--- config.mk ---
export PLATFORM = sky130hd
export DESIGN_NAME = apb_cmd_master_flat
export DESIGN_NICKNAME = d
export VERILOG_FILES = /design/src/rtl/apb_pkg.sv /design/src/rtl/apb_cmd_master_if.sv /design/src/rtl/apb_timeout_counter.sv /design/src/rtl/apb_cmd_master.sv /design/src/flat_wrapper.sv
export SDC_FILE = /design/constraint.sdc
export NUM_CORES = 1
export LEC_CHECK = 0
export CORE_AREA = 2 2 82 116
export DETAILED_ROUTE_END_ITERATION = 16
export DIE_AREA = 0 0 84 118
export DONT_BUFFER_PORTS = 1
export GPL_ROUTABILITY_DRIVEN = 1
export PLACE_DENSITY = 0.73
export SETUP_SLACK_MARGIN = 0.05
export SYNTH_ARGS = -nofsm -noshare
export SYNTH_HDL_FRONTEND = slang
export SYNTH_SLANG_ARGS = --single-unit
--- constraint.sdc ---
create_clock -name PCLK -period 4.1 [get_ports PCLK]
set_clock_uncertainty 0.1 [all_clocks]
set_input_delay 0.82 -clock PCLK [delete_from_list [all_inputs] [get_ports PCLK]]
set_output_delay 0.82 -clock PCLK [all_outputs]
set_load 0.01 [all_outputs]
--- src/rtl/apb_pkg.sv ---
// Shared types and helpers for the APB command master.
package apb_pkg;

  typedef enum logic [1:0] {
    IDLE   = 2'd0,
    SETUP  = 2'd1,
    ACCESS = 2'd2,
    RESP   = 2'd3
  } apb_state_t;

  // One-hot select for slave index idx; callers truncate to their PSEL width.
  function automatic logic [31:0] onehot_sel(input logic [31:0] idx);
    return 32'd1 << idx;
  endfunction

endpackage

--- src/rtl/apb_cmd_master_if.sv ---
// Command/response handshake plus APB master bus signals, grouped for the master.
interface apb_cmd_master_if #(
  parameter int DATA_WIDTH = 32,
  parameter int ADDR_WIDTH = 32,
  parameter int PSEL_WIDTH = 1
);
  localparam int SEL_WIDTH = $clog2(PSEL_WIDTH) + 1;

  logic                  cmd_valid;
  logic                  cmd_ready;
  logic                  cmd_write;
  logic [SEL_WIDTH-1:0]  cmd_sel;
  logic [ADDR_WIDTH-1:0] cmd_addr;
  logic [DATA_WIDTH-1:0] cmd_wdata;

  logic                  rsp_valid;
  logic                  rsp_ready;
  logic [DATA_WIDTH-1:0] rsp_rdata;
  logic                  rsp_err;
  logic                  rsp_timeout;

  logic [ADDR_WIDTH-1:0] PADDR;
  logic [PSEL_WIDTH-1:0] PSELx;
  logic                  PENABLE;
  logic                  PWRITE;
  logic [DATA_WIDTH-1:0] PWDATA;
  logic                  PREADY;
  logic [DATA_WIDTH-1:0] PRDATA;
  logic                  PSLVERR;

  modport master (
    input  cmd_valid, cmd_write, cmd_sel, cmd_addr, cmd_wdata, rsp_ready,
           PREADY, PRDATA, PSLVERR,
    output cmd_ready, rsp_valid, rsp_rdata, rsp_err, rsp_timeout,
           PADDR, PSELx, PENABLE, PWRITE, PWDATA
  );

  modport slave (
    output cmd_valid, cmd_write, cmd_sel, cmd_addr, cmd_wdata, rsp_ready,
           PREADY, PRDATA, PSLVERR,
    input  cmd_ready, rsp_valid, rsp_rdata, rsp_err, rsp_timeout,
           PADDR, PSELx, PENABLE, PWRITE, PWDATA
  );

endinterface

--- src/rtl/apb_timeout_counter.sv ---
// Saturating ACCESS wait-state counter; flags when TIMEOUT_CYCLES waits have elapsed.
module apb_timeout_counter #(
  parameter int TIMEOUT_CYCLES = 16
) (
  input  logic clk,
  input  logic rst_n,
  input  logic clear,
  input  logic enable,
  output logic limit_reached
);
  localparam int CNT_WIDTH = $clog2(TIMEOUT_CYCLES + 1);
  localparam logic [CNT_WIDTH-1:0] LIMIT = CNT_WIDTH'(TIMEOUT_CYCLES);

  logic [CNT_WIDTH-1:0] count_reg;

  always_ff @(posedge clk or negedge rst_n) begin
    if (!rst_n) begin
      count_reg <= '0;
    end else if (clear) begin
      count_reg <= '0;
    end else if (enable && (count_reg != LIMIT)) begin
      count_reg <= count_reg + CNT_WIDTH'(1);
    end
  end

  assign limit_reached = (count_reg == LIMIT);

endmodule

--- src/rtl/apb_cmd_master.sv ---
// APB master: turns one cmd_* request into an APB transfer and returns a rsp_* result.
module apb_cmd_master
  import apb_pkg::*;
#(
  parameter int DATA_WIDTH     = 32,
  parameter int ADDR_WIDTH     = 32,
  parameter int PSEL_WIDTH     = 1,
  parameter int TIMEOUT_CYCLES = 16
) (
  input logic                PCLK,
  input logic                PRESETn,
  apb_cmd_master_if.master   bus
);
  localparam int SEL_WIDTH = $clog2(PSEL_WIDTH) + 1;
  localparam logic [SEL_WIDTH-1:0] SEL_LIMIT = SEL_WIDTH'(PSEL_WIDTH);

  apb_state_t            state_reg, state_next;
  logic [ADDR_WIDTH-1:0] paddr_reg, paddr_next;
  logic [PSEL_WIDTH-1:0] psel_reg, psel_next;
  logic                  penable_reg, penable_next;
  logic                  pwrite_reg, pwrite_next;
  logic [DATA_WIDTH-1:0] pwdata_reg, pwdata_next;
  logic                  rsp_valid_reg, rsp_valid_next;
  logic [DATA_WIDTH-1:0] rsp_rdata_reg, rsp_rdata_next;
  logic                  rsp_err_reg, rsp_err_next;
  logic                  rsp_timeout_reg, rsp_timeout_next;

  logic cnt_clear;
  logic cnt_enable;
  logic cnt_limit;

  // The limit is seen one edge after the last counted wait state, so a slave that
  // answers on that edge still completes normally.
  apb_timeout_counter #(
    .TIMEOUT_CYCLES(TIMEOUT_CYCLES)
  ) u_timeout (
    .clk          (PCLK),
    .rst_n        (PRESETn),
    .clear        (cnt_clear),
    .enable       (cnt_enable),
    .limit_reached(cnt_limit)
  );

  always_ff @(posedge PCLK or negedge PRESETn) begin
    if (!PRESETn) begin
      state_reg       <= IDLE;
      paddr_reg       <= '0;
      psel_reg        <= '0;
      penable_reg     <= 1'b0;
      pwrite_reg      <= 1'b0;
      pwdata_reg      <= '0;
      rsp_valid_reg   <= 1'b0;
      rsp_rdata_reg   <= '0;
      rsp_err_reg     <= 1'b0;
      rsp_timeout_reg <= 1'b0;
    end else begin
      state_reg       <= state_next;
      paddr_reg       <= paddr_next;
      psel_reg        <= psel_next;
      penable_reg     <= penable_next;
      pwrite_reg      <= pwrite_next;
      pwdata_reg      <= pwdata_next;
      rsp_valid_reg   <= rsp_valid_next;
      rsp_rdata_reg   <= rsp_rdata_next;
      rsp_err_reg     <= rsp_err_next;
      rsp_timeout_reg <= rsp_timeout_next;
    end
  end

  always_comb begin
    state_next       = state_reg;
    paddr_next       = paddr_reg;
    psel_next        = psel_reg;
    penable_next     = penable_reg;
    pwrite_next      = pwrite_reg;
    pwdata_next      = pwdata_reg;
    rsp_valid_next   = rsp_valid_reg;
    rsp_rdata_next   = rsp_rdata_reg;
    rsp_err_next     = rsp_err_reg;
    rsp_timeout_next = rsp_timeout_reg;
    cnt_clear        = 1'b0;
    cnt_enable       = 1'b0;

    case (state_reg)
      IDLE: begin
        if (bus.cmd_valid) begin
          if (bus.cmd_sel < SEL_LIMIT) begin
            state_next   = SETUP;
            paddr_next   = bus.cmd_addr;
            pwrite_next  = bus.cmd_write;
            pwdata_next  = bus.cmd_wdata;
            psel_next    = PSEL_WIDTH'(onehot_sel(32'(bus.cmd_sel)));
            penable_next = 1'b0;
          end else begin
            // Unmapped slave index: answer with an error, never touch the bus.
            state_next       = RESP;
            rsp_valid_next   = 1'b1;
            rsp_err_next     = 1'b1;
            rsp_timeout_next = 1'b0;
            rsp_rdata_next   = '0;
          end
        end
      end

      SETUP: begin
        state_next   = ACCESS;
        penable_next = 1'b1;
        cnt_clear    = 1'b1;
      end

      ACCESS: begin
        if (bus.PREADY) begin
          state_next       = RESP;
          rsp_valid_next   = 1'b1;
          rsp_rdata_next   = pwrite_reg ? '0 : bus.PRDATA;
          rsp_err_next     = bus.PSLVERR;
          rsp_timeout_next = 1'b0;
          psel_next        = '0;
          penable_next     = 1'b0;
        end else if (cnt_limit) begin
          state_next       = RESP;
          rsp_valid_next   = 1'b1;
          rsp_rdata_next   = '0;
          rsp_err_next     = 1'b1;
          rsp_timeout_next = 1'b1;
          psel_next        = '0;
          penable_next     = 1'b0;
        end else begin
          cnt_enable = 1'b1;
        end
      end

      RESP: begin
        if (bus.rsp_ready) begin
          state_next     = IDLE;
          rsp_valid_next = 1'b0;
        end
      end

      default: begin
        state_next       = IDLE;
        paddr_next       = '0;
        psel_next        = '0;
        penable_next     = 1'b0;
        pwrite_next      = 1'b0;
        pwdata_next      = '0;
        rsp_valid_next   = 1'b0;
        rsp_rdata_next   = '0;
        rsp_err_next     = 1'b0;
        rsp_timeout_next = 1'b0;
        cnt_clear        = 1'b1;
      end
    endcase
  end

  assign bus.cmd_ready   = (state_reg == IDLE) && PRESETn;
  assign bus.PADDR       = paddr_reg;
  assign bus.PSELx       = psel_reg;
  assign bus.PENABLE     = penable_reg;
  assign bus.PWRITE      = pwrite_reg;
  assign bus.PWDATA      = pwdata_reg;
  assign bus.rsp_valid   = rsp_valid_reg;
  assign bus.rsp_rdata   = rsp_rdata_reg;
  assign bus.rsp_err     = rsp_err_reg;
  assign bus.rsp_timeout = rsp_timeout_reg;

endmodule

--- src/flat_wrapper.sv ---
// flat-port wrapper written by rule: the top's interface ports become plain ports
module apb_cmd_master_flat import apb_pkg::*;
#(
  parameter int DATA_WIDTH     = 32,
  parameter int ADDR_WIDTH     = 32,
  parameter int PSEL_WIDTH     = 1,
  parameter int TIMEOUT_CYCLES = 16
)
  (PCLK, PRESETn, bus_cmd_valid, bus_cmd_write, bus_cmd_sel, bus_cmd_addr, bus_cmd_wdata, bus_rsp_ready, bus_PREADY, bus_PRDATA, bus_PSLVERR, bus_cmd_ready, bus_rsp_valid, bus_rsp_rdata, bus_rsp_err, bus_rsp_timeout, bus_PADDR, bus_PSELx, bus_PENABLE, bus_PWRITE, bus_PWDATA);
  apb_cmd_master_if #(.DATA_WIDTH(DATA_WIDTH), .ADDR_WIDTH(ADDR_WIDTH), .PSEL_WIDTH(PSEL_WIDTH)) bus_i ();
  input logic PCLK;
  input logic PRESETn;
  input wire logic [$bits(bus_i.cmd_valid)-1:0] bus_cmd_valid;
  input wire logic [$bits(bus_i.cmd_write)-1:0] bus_cmd_write;
  input wire logic [$bits(bus_i.cmd_sel)-1:0] bus_cmd_sel;
  input wire logic [$bits(bus_i.cmd_addr)-1:0] bus_cmd_addr;
  input wire logic [$bits(bus_i.cmd_wdata)-1:0] bus_cmd_wdata;
  input wire logic [$bits(bus_i.rsp_ready)-1:0] bus_rsp_ready;
  input wire logic [$bits(bus_i.PREADY)-1:0] bus_PREADY;
  input wire logic [$bits(bus_i.PRDATA)-1:0] bus_PRDATA;
  input wire logic [$bits(bus_i.PSLVERR)-1:0] bus_PSLVERR;
  output wire logic [$bits(bus_i.cmd_ready)-1:0] bus_cmd_ready;
  output wire logic [$bits(bus_i.rsp_valid)-1:0] bus_rsp_valid;
  output wire logic [$bits(bus_i.rsp_rdata)-1:0] bus_rsp_rdata;
  output wire logic [$bits(bus_i.rsp_err)-1:0] bus_rsp_err;
  output wire logic [$bits(bus_i.rsp_timeout)-1:0] bus_rsp_timeout;
  output wire logic [$bits(bus_i.PADDR)-1:0] bus_PADDR;
  output wire logic [$bits(bus_i.PSELx)-1:0] bus_PSELx;
  output wire logic [$bits(bus_i.PENABLE)-1:0] bus_PENABLE;
  output wire logic [$bits(bus_i.PWRITE)-1:0] bus_PWRITE;
  output wire logic [$bits(bus_i.PWDATA)-1:0] bus_PWDATA;
  assign bus_i.cmd_valid = bus_cmd_valid;
  assign bus_i.cmd_write = bus_cmd_write;
  assign bus_i.cmd_sel = bus_cmd_sel;
  assign bus_i.cmd_addr = bus_cmd_addr;
  assign bus_i.cmd_wdata = bus_cmd_wdata;
  assign bus_i.rsp_ready = bus_rsp_ready;
  assign bus_i.PREADY = bus_PREADY;
  assign bus_i.PRDATA = bus_PRDATA;
  assign bus_i.PSLVERR = bus_PSLVERR;
  assign bus_cmd_ready = bus_i.cmd_ready;
  assign bus_rsp_valid = bus_i.rsp_valid;
  assign bus_rsp_rdata = bus_i.rsp_rdata;
  assign bus_rsp_err = bus_i.rsp_err;
  assign bus_rsp_timeout = bus_i.rsp_timeout;
  assign bus_PADDR = bus_i.PADDR;
  assign bus_PSELx = bus_i.PSELx;
  assign bus_PENABLE = bus_i.PENABLE;
  assign bus_PWRITE = bus_i.PWRITE;
  assign bus_PWDATA = bus_i.PWDATA;
  apb_cmd_master #(.DATA_WIDTH(DATA_WIDTH), .ADDR_WIDTH(ADDR_WIDTH), .PSEL_WIDTH(PSEL_WIDTH), .TIMEOUT_CYCLES(TIMEOUT_CYCLES)) u_core (.PCLK(PCLK), .PRESETn(PRESETn), .bus(bus_i));
endmodule
; ---- Yosys cells after proc, flatten, opt, wreduce, memory -nomap -nowiden
; Cells that the tools add are included.
[op_classes]
eq_ne = 10
mul = 0
magnitude_cmp = 1
shift = 1
bitwise = 0
muxes = 38
addsub = 1
reduce_logical = 13
n_div = 0
[ops]
columns = operator, n
row1 = 32-bit 2-to-1 mux, 5
row2 = 32-bit one-hot mux with 2 select lines, 1
row3 = 1-bit 2-to-1 mux, 19
row4 = 4-bit AND reduction, 3
row5 = 2-bit 2-to-1 mux, 5
row6 = 5-bit 2-to-1 mux, 2
row7 = 2-bit one-hot mux with 4 select lines, 1
row8 = "2-bit != test, second input constant", 3
row9 = 1-bit one-hot mux with 2 select lines, 3
row10 = 1-bit one-hot mux with 3 select lines, 2
row11 = 3-bit AND reduction, 2
row12 = 3-bit nonzero test, 2
row13 = "5-bit by 1-bit adder with 5-bit output, second input constant", 1
row14 = "5-bit equality test, second input constant", 1
row15 = "5-bit != test, second input constant", 1
row16 = 5-bit AND reduction, 1
row17 = "2-bit equality test, second input constant", 2
row18 = 2-bit nonzero test, 2
row19 = "3-bit by 2-bit != test with 1-bit output, second input constant", 1
row20 = "2-bit by 1-bit equality test with 1-bit output, second input constant", 1
row21 = 1-bit logical AND, 2
row22 = 2-bit logical NOT, 1
row23 = "2-bit by 1-bit != test with 1-bit output, second input constant", 1
row24 = "1-bit less-than comparator, second input constant", 1
row25 = "1-bit by 1-bit << shifter with 1-bit output, first input constant", 1
[totals]
reg_bits = 109
ram_bits = 0
romBits = 0
latch_bits = 0
mem_count = 0
input_bits = 104

; ---- Logic depth before layout (Yosys ltp)
; Gate-level depths: netlist of the first run.
[logic_depth]
word_depth = 7
mapped_depth = 9
depth_no_buf = 6

; ---- Modules after synthesis
; Synthesis of the first run repeated with hierarchy kept, for this count alone.
[unflattened]
cells_unflattened = 344
hier_area_um2 = 4591.9
[modules_own_cells]
columns = module, area_each_um2, n_inst, cells_per_inst
row1 = apb_cmd_master, 4299.1, 1, 317
row2 = apb_timeout_counter, 292.8, 1, 27

; ---- Least setup slack after synthesis of the first run
; OpenSTA, ideal clock, no wires.
[synth_timing]
path_type = in2reg
start = in bus_PREADY
end = reg u_core.rsp_timeout_reg (netlist: u_core.bus.rsp_timeout)
arrival_time_ns = 1.777
setup_slack_ns = 2.098
t_required_ns = 3.875
cell_stages = 4
cell_sequence = and2b_1 > a211o_1 > buf_6 > mux2_4
[synth_between]
elab_chain_len = 2
[synth_rtl]
columns = item, line
row1 = from (decl), flat_wrapper.sv:19  ; input wire logic [$bits(bus_i.PREADY)-1:0] bus_PREADY;
row2 = 3-bit by 2-bit != test with 1-bit output (no line) / 1-bit 2-to-1 mux (equally long branches), -
row3 = 4-bit AND reduction (no line) / 1-bit one-hot mux with 2 select lines (equally long branches), -
row4 = to (signal assigned), apb_cmd_master.sv:66  ; rsp_timeout_reg <= rsp_timeout_next;
row5 = to (decl), apb_cmd_master.sv:26  ; logic rsp_timeout_reg, rsp_timeout_next;
; Several ways; a longest one is shown, not always the timed one.
; A chain may end at the register's enable or synchronous reset.

; ---- Worst setup path in the final report of the first run
[layout_timing]
start = reg u_core.state_reg[0]
end = reg u_core.pwdata_reg[9] (netlist: u_core.bus.PWDATA[9])
[layout_between]
elab_chain_len = 2
[layout_rtl]
columns = item, line
row1 = from (decl), apb_cmd_master.sv:17  ; apb_state_t state_reg, state_next;
row2 = from (signal assigned), apb_cmd_master.sv:57  ; state_reg <= state_next;
row3 = 2-bit logical NOT, apb_cmd_master.sv:84  ; case (state_reg)
row4 = 3-bit AND reduction (no line), -
row5 = to (signal assigned), apb_cmd_master.sv:62  ; pwdata_reg <= pwdata_next;
row6 = to (decl), apb_cmd_master.sv:22  ; logic [DATA_WIDTH-1:0] pwdata_reg, pwdata_next;
; No other way between the ends.

==> results.yml, run 1 <==
finish:
  diodes: 0
  finish.instance_area_um2: 4700
  drive_above_1_share_pct: 25.6
  area_growth_pct: 7.78
  nNetsFinal: 450
  fill_cells: 741
routing:
  drc: 0
  firstDrtPassIters: 5
  routed_wl_mm: 8.30
  vias_per_cell: 5.54
  vias: 2497
  avgRoutedWirePerCell_um: 18.4
  ant_nets: 0
  drtIter0Drc: 93
synth:
  synthTopCellsByCount: "dfrtp_1 (109), nand2_1 (71), mux2_2 (67)"
  synth.distinct_cells: 30
  syn_inst: 344
  synthFlopType: "dfrtp_1"
  synth_edf_count: 0
  yosys_warnings: 0
  yosys.area.top_type_share_pct: 62.6
  ys_ff_latch: 109
  synthTopCellsByArea: "dfrtp_1 (63%), mux2_2 (17%), nand2_1 (6.1%), o21ai_0 (3.9%), ha_1 (1.7%)"
  yosys.area.top_type: "dfrtp_1"
  post-synth-top-count-cell: "dfrtp_1"
  syn_nets: 454
  async_flop_share_pct: 100
  netlist_area_um2: 4360
  ys_seq_area_share_pct: 62.6
  avgSynthCellArea_um2: 12.7
clocking:
  root_buffer: "clkbuf_16"
  clock_path_buffers: 2
  clk_pin_slew_ps: 70
  hold_buffers: 0
  cts_sinks: 109
  cts_tree: "done"
  cts_made_buffers: 9
  ctsHtreeMaxLevel: 3
  clock_latency_ps: 340
  cts_resized: 0
  cts_setup_buffers: 0
floorplan:
  coreArea_um2: 8870
  initial_utilization_pct: 49.1
  die_w_um: 84
  fp.dieH_um: 118
  die_area_um2: 9910
  rows: 41
  pin_count: 207
timing:
  rsz0062_at_grt: "no"
  drv_slew: 0
  finalHoldViolations: 0
  setup_viol: 0
  tightest_slew_ps: 1080
  fmaxAchievable_mhz: 381
  whs_ps: 70.2
  setup_total_negative_slack_ps: 0
  slew_headroom_pct: 27.8
  finalCriticalPeriod_ps: 2620
  period_share_pct: 63.9
critical_path:
  r2r-start: "u_core.state_reg[0]$_DFFE_PN0P_"
  worstPathMaxFanout: 35
  crit_start: "u_core.state_reg[0]$_DFFE_PN0P_"
  cp-endpoint: "u_core.bus.PWDATA[9]$_DFFE_PN0P_"
  reg2reg_depth: 5
  rrSetupSlack_ps: 1480
  critPathArrivalTime_ps: 2740
  r2r_end: "u_core.bus.PWDATA[9]$_DFFE_PN0P_"
  crit_type: "reg -> reg"
  crit_required_ps: 4220
  startpoint_type: "flop"
  endpoint_kind: "flop"
grt:
  track_usage_pct: 17.1
  grt_pass1_wl_mm: 13.3
  antenna_found_initial: 0
  grt-ovfl-total: 0
  grt_pass1_vias: 2636
  grt_max_degree: 111
placement:
  hpwl_mm: 6.13
  place_congestion: 0.758
  numPortBuffers: 0
  placed_cell_area_um2: 4430
status:
  status: "complete, no violations"
worst_hold_path:
  hp-class: "in -> async"
flow_run:
  max_cap_viol_count: 0
pwr:
  powerDensity_nw_per_um2: 793
  ir_worst_vdd_mv: 0.575
  fin_total_pwr_uw: 3730
  p_leak_uw: 0.00206
[power by group]
group | internal (uW) | switching [uW]
registers | 1540 | 547
logic | 435 | 421
clock network | 410 | 370
[worst min-delay path by stage]
stage	start	to	slack, ps
2_1_floorplan	u_core.bus.rsp_rdata[11]$_DFFE_PN0P_	u_core.bus.rsp_rdata[11]$_DFFE_PN0P_	410
5_1_grt	PRESETn	u_core.bus.rsp_rdata[27]$_DFFE_PN0P_	50
6_report	PRESETn	u_core.bus.rsp_rdata[27]$_DFFE_PN0P_	70
3_5_place_dp	PRESETn	u_core.bus.rsp_rdata[25]$_DFFE_PN0P_	430
4_1_cts	PRESETn	u_core.bus.rsp_rdata[25]$_DFFE_PN0P_	50
3_3_place_gp	PRESETn	u_core.bus.rsp_rdata[25]$_DFFE_PN0P_	430
[layout make-up]
type / instances / area (um^2) / area share [%]
Sequential cell: 109 / 2730 / 58.1
Multi-Input combinational cell: 212 / 1520 / 32.3
Clock buffer: 10 / 229 / 4.87
Tap cell: 107 / 134 / 2.85
Clock inverter: 5 / 38.8 / 0.826
Timing Repair Buffer: 3 / 35.0 / 0.746
Inverter: 5 / 18.8 / 0.399
[metal layers]
layer,routed length [um],global-route usage (%),vias to the layer above
met5,0,0,-
met4,228,9.48,0
met3,508,4.35,16
met2,4700,31.2,99
met1,2860,17.3,1240
li1,-,-,1142
[logic make-up after synthesis]
logic type               after synthesis  share of synthesized area [%]
buffers and inverters                 23                           2.76
adder cells (fa/ha/maj)                6                           1.72
AO/OA/AOI/OAI                         42                           5.28
multiplexers                          68                           17.7
AND/OR/NAND/NOR                       92                           9.21
XOR/XNOR                               4                          0.804
flip-flops                           109                           62.6
[through the flow]
| stage | utilization, % | std cells | setup WS [ps] |
|---|---|---|---|
| 2_1_floorplan | - | 344 | 2100 |
| 5_1_grt | 52.9 | 451 | 1270 |
| 3_5_place_dp | 49.9 | 436 | 1480 |
| 6_report | 52.9 | 451 | 1480 |
| 4_1_cts | 52.9 | 451 | 1480 |
| 3_3_place_gp | 49.9 | 436 | 1520 |
[critical path, cell delays in order, from the launching register on]
cell	delay, ps
dfrtp_1	400
inv_1	110
ha_1	310
nand3b_1	780
buf_12	480
mux2_2	290
[layout by cell type, fill, tap and decap left out, drive strengths merged]
cell and instances:
o2111ai 1, clkinvlp 4, nand2 71, o21ai 35
dfrtp 109, nor2 7, and2 1, nand4bb 1
nand2b 3, a21boi 1, clkinv 1, a22o 1
buf 3, a21oi 1, nor2b 1, and2b 1
nand3b 2, xor2 3, inv 5, a22oi 1
mux2 68, a211o 1, nand4 2, ha 6
clkbuf 10, nand3 3, o2bb2ai 1, xnor2 1
Power figures use the tool's default switching activity.
==> run 2, diff against run 1 <==
==> constraint.sdc (replaced) <==
create_clock -name PCLK -period 2.5 [get_ports PCLK]
set_clock_uncertainty 0.1 [all_clocks]
set_input_delay 0.5 -clock PCLK [delete_from_list [all_inputs] [get_ports PCLK]]
set_output_delay 0.5 -clock PCLK [all_outputs]
set_load 0.01 [all_outputs]
==> results.yml, run 2 (synthesis results as in run 1) <==
placement:
  hpwl_mm: 6.36
  place_congestion: 0.773
  numPortBuffers: 0
routing:
  drtIter0Drc: 79
  avgRoutedWirePerCell_um: 19.0
  vias: 2501
  ant_nets: 0
  firstDrtPassIters: 6
  drc: 0
  vias_per_cell: 5.53
  routed_wl_mm: 8.57
finish:
  area_growth_pct: 8.27
  fill_cells: 754
  diodes: 0
  drive_above_1_share_pct: 25.8
  final_cell_mix: "dfrtp_1 (109), nand2_1 (71), mux2_2 (67), o21ai_0 (34), clkbuf_16 (9)"
  final_util_pct: 53.2
  layout_commonest_cell: "dfrtp_1"
  nNetsFinal: 450
timing:
  whs_ps: -243
  rsz0062_at_grt: "no"
  setup_total_negative_slack_ps: 0
  setup_viol: 0
  finalCriticalPeriod_ps: 2200
  drv_slew: 0
  slew_headroom_pct: 74.8
  fmaxAchievable_mhz: 454
  finalHoldViolations: 109
  period_share_pct: 88.0
  tightest_slew_ps: 378
critical_path:
  rrSetupSlack_ps: 300
  cp-endpoint: "u_core.bus.rsp_rdata[16]$_DFFE_PN0P_"
  crit_cells: 6
  crit_required_ps: 2610
  r2r_end: "u_core.bus.rsp_rdata[16]$_DFFE_PN0P_"
  crit_type: "reg -> reg"
  crit_family: "compound AO/OA/AOI/OAI gates"
  reg2reg_depth: 6
  crit_slowest_cell: "a211o_2"
  slowest_delay_ps: 410
  startpoint_type: "flop"
  worstPathMaxFanout: 46
  r2r-start: "u_core.state_reg[0]$_DFFE_PN0P_"
  endpoint_kind: "flop"
  critPathArrivalTime_ps: 2310
  crit_start: "u_core.state_reg[0]$_DFFE_PN0P_"
  path_buf_inv: 2
  path_cells: "inv_1 -> ha_1 -> a21boi_0 -> a211o_2 -> buf_12 -> o21ai_0"
floorplan:
  coreArea_um2: 8870
  initial_utilization_pct: 49.1
  die_area_um2: 9910
  die_w_um: 84
  rows: 41
  fp.dieH_um: 118
  pin_count: 207
grt:
  grt_pass1_vias: 2616
  antenna_found_initial: 0
  track_usage_pct: 17.6
  grt_max_degree: 111
  grt-ovfl-total: 0
  grt_pass1_wl_mm: 13.7
pwr:
  p_leak_uw: 0.00208
  ir_worst_vdd_mv: 0.811
  powerDensity_nw_per_um2: 1320
  fin_total_pwr_uw: 6210
clocking:
  cts_sinks: 109
  cts_setup_buffers: 0
  clock_path_buffers: 2
  ctsHtreeMaxLevel: 3
  cts_made_buffers: 9
  cts_tree: "done"
  cts_resized: 0
  clk_pin_slew_ps: 70
  clock_latency_ps: 340
  root_buffer: "clkbuf_16"
flow_run:
  max_cap_viol_count: 0
status:
  violations: "hold timing"
  status: "finished, violations left"
worst_hold_path:
  hp-class: "in -> async"
run 2: cell count changes in the layout (fill, tap and decap cells not counted), sizes merged:
cell,previous run,this run
clkinvlp,4,1
inv,5,7
clkinv,1,3
run 2: per-stage QoR:
step / instances / setup WS [ps] / cell area, um^2 / hold WS [ps]
after floorplan: 344 / 669 / 4360 / 104
after global placement: 436 / 393 / 4440 / 106
after detailed placement: 436 / 316 / 4440 / 106
after CTS: 452 / 273 / 4720 / -257
after global routing: 452 / 78.1 / 4720 / -259
final: 452 / 299 / 4720 / -243
run 2: area by class of cell:
cell class,count,area [um^2],share of cell area [%]
Clock buffer,10,229,4.85
Sequential cell,109,2730,57.8
Clock inverter,6,47.5,1.01
Inverter,5,18.8,0.398
Multi-Input combinational cell,212,1520,32.1
Timing Repair Buffer,3,47.5,1.01
Tap cell,107,134,2.84
run 2: how the worst min path moves through the flow:
stage          slack, ps  cells past startpoint                                    to  startpoint
2_1_floorplan        100                      0       u_core.bus.PADDR[0]$_DFFE_PN0P_     PRESETn
3_3_place_gp         110                      0  u_core.bus.rsp_rdata[25]$_DFFE_PN0P_     PRESETn
3_5_place_dp         110                      0  u_core.bus.rsp_rdata[25]$_DFFE_PN0P_     PRESETn
4_1_cts             -260                      0   u_core.bus.rsp_rdata[1]$_DFFE_PN0P_     PRESETn
5_1_grt             -260                      0  u_core.bus.rsp_rdata[13]$_DFFE_PN0P_     PRESETn
6_report            -240                      0  u_core.bus.rsp_rdata[21]$_DFFE_PN0P_     PRESETn
run 2: metal layers:
metal	track usage, %	part of all wire (%)	wire, um	vias to the layer above
met1	18.6	34	2940	1212
met5	0	0	0	-
met2	31.0	55	4700	110
met3	4.63	6.6	564	29
li1	-	-	-	1150
met4	10.9	4.3	368	0
run 2: power by group:
group | switching, uW | internal [uW]
registers | 905 | 2530
logic | 704 | 758
clock network | 626 | 685
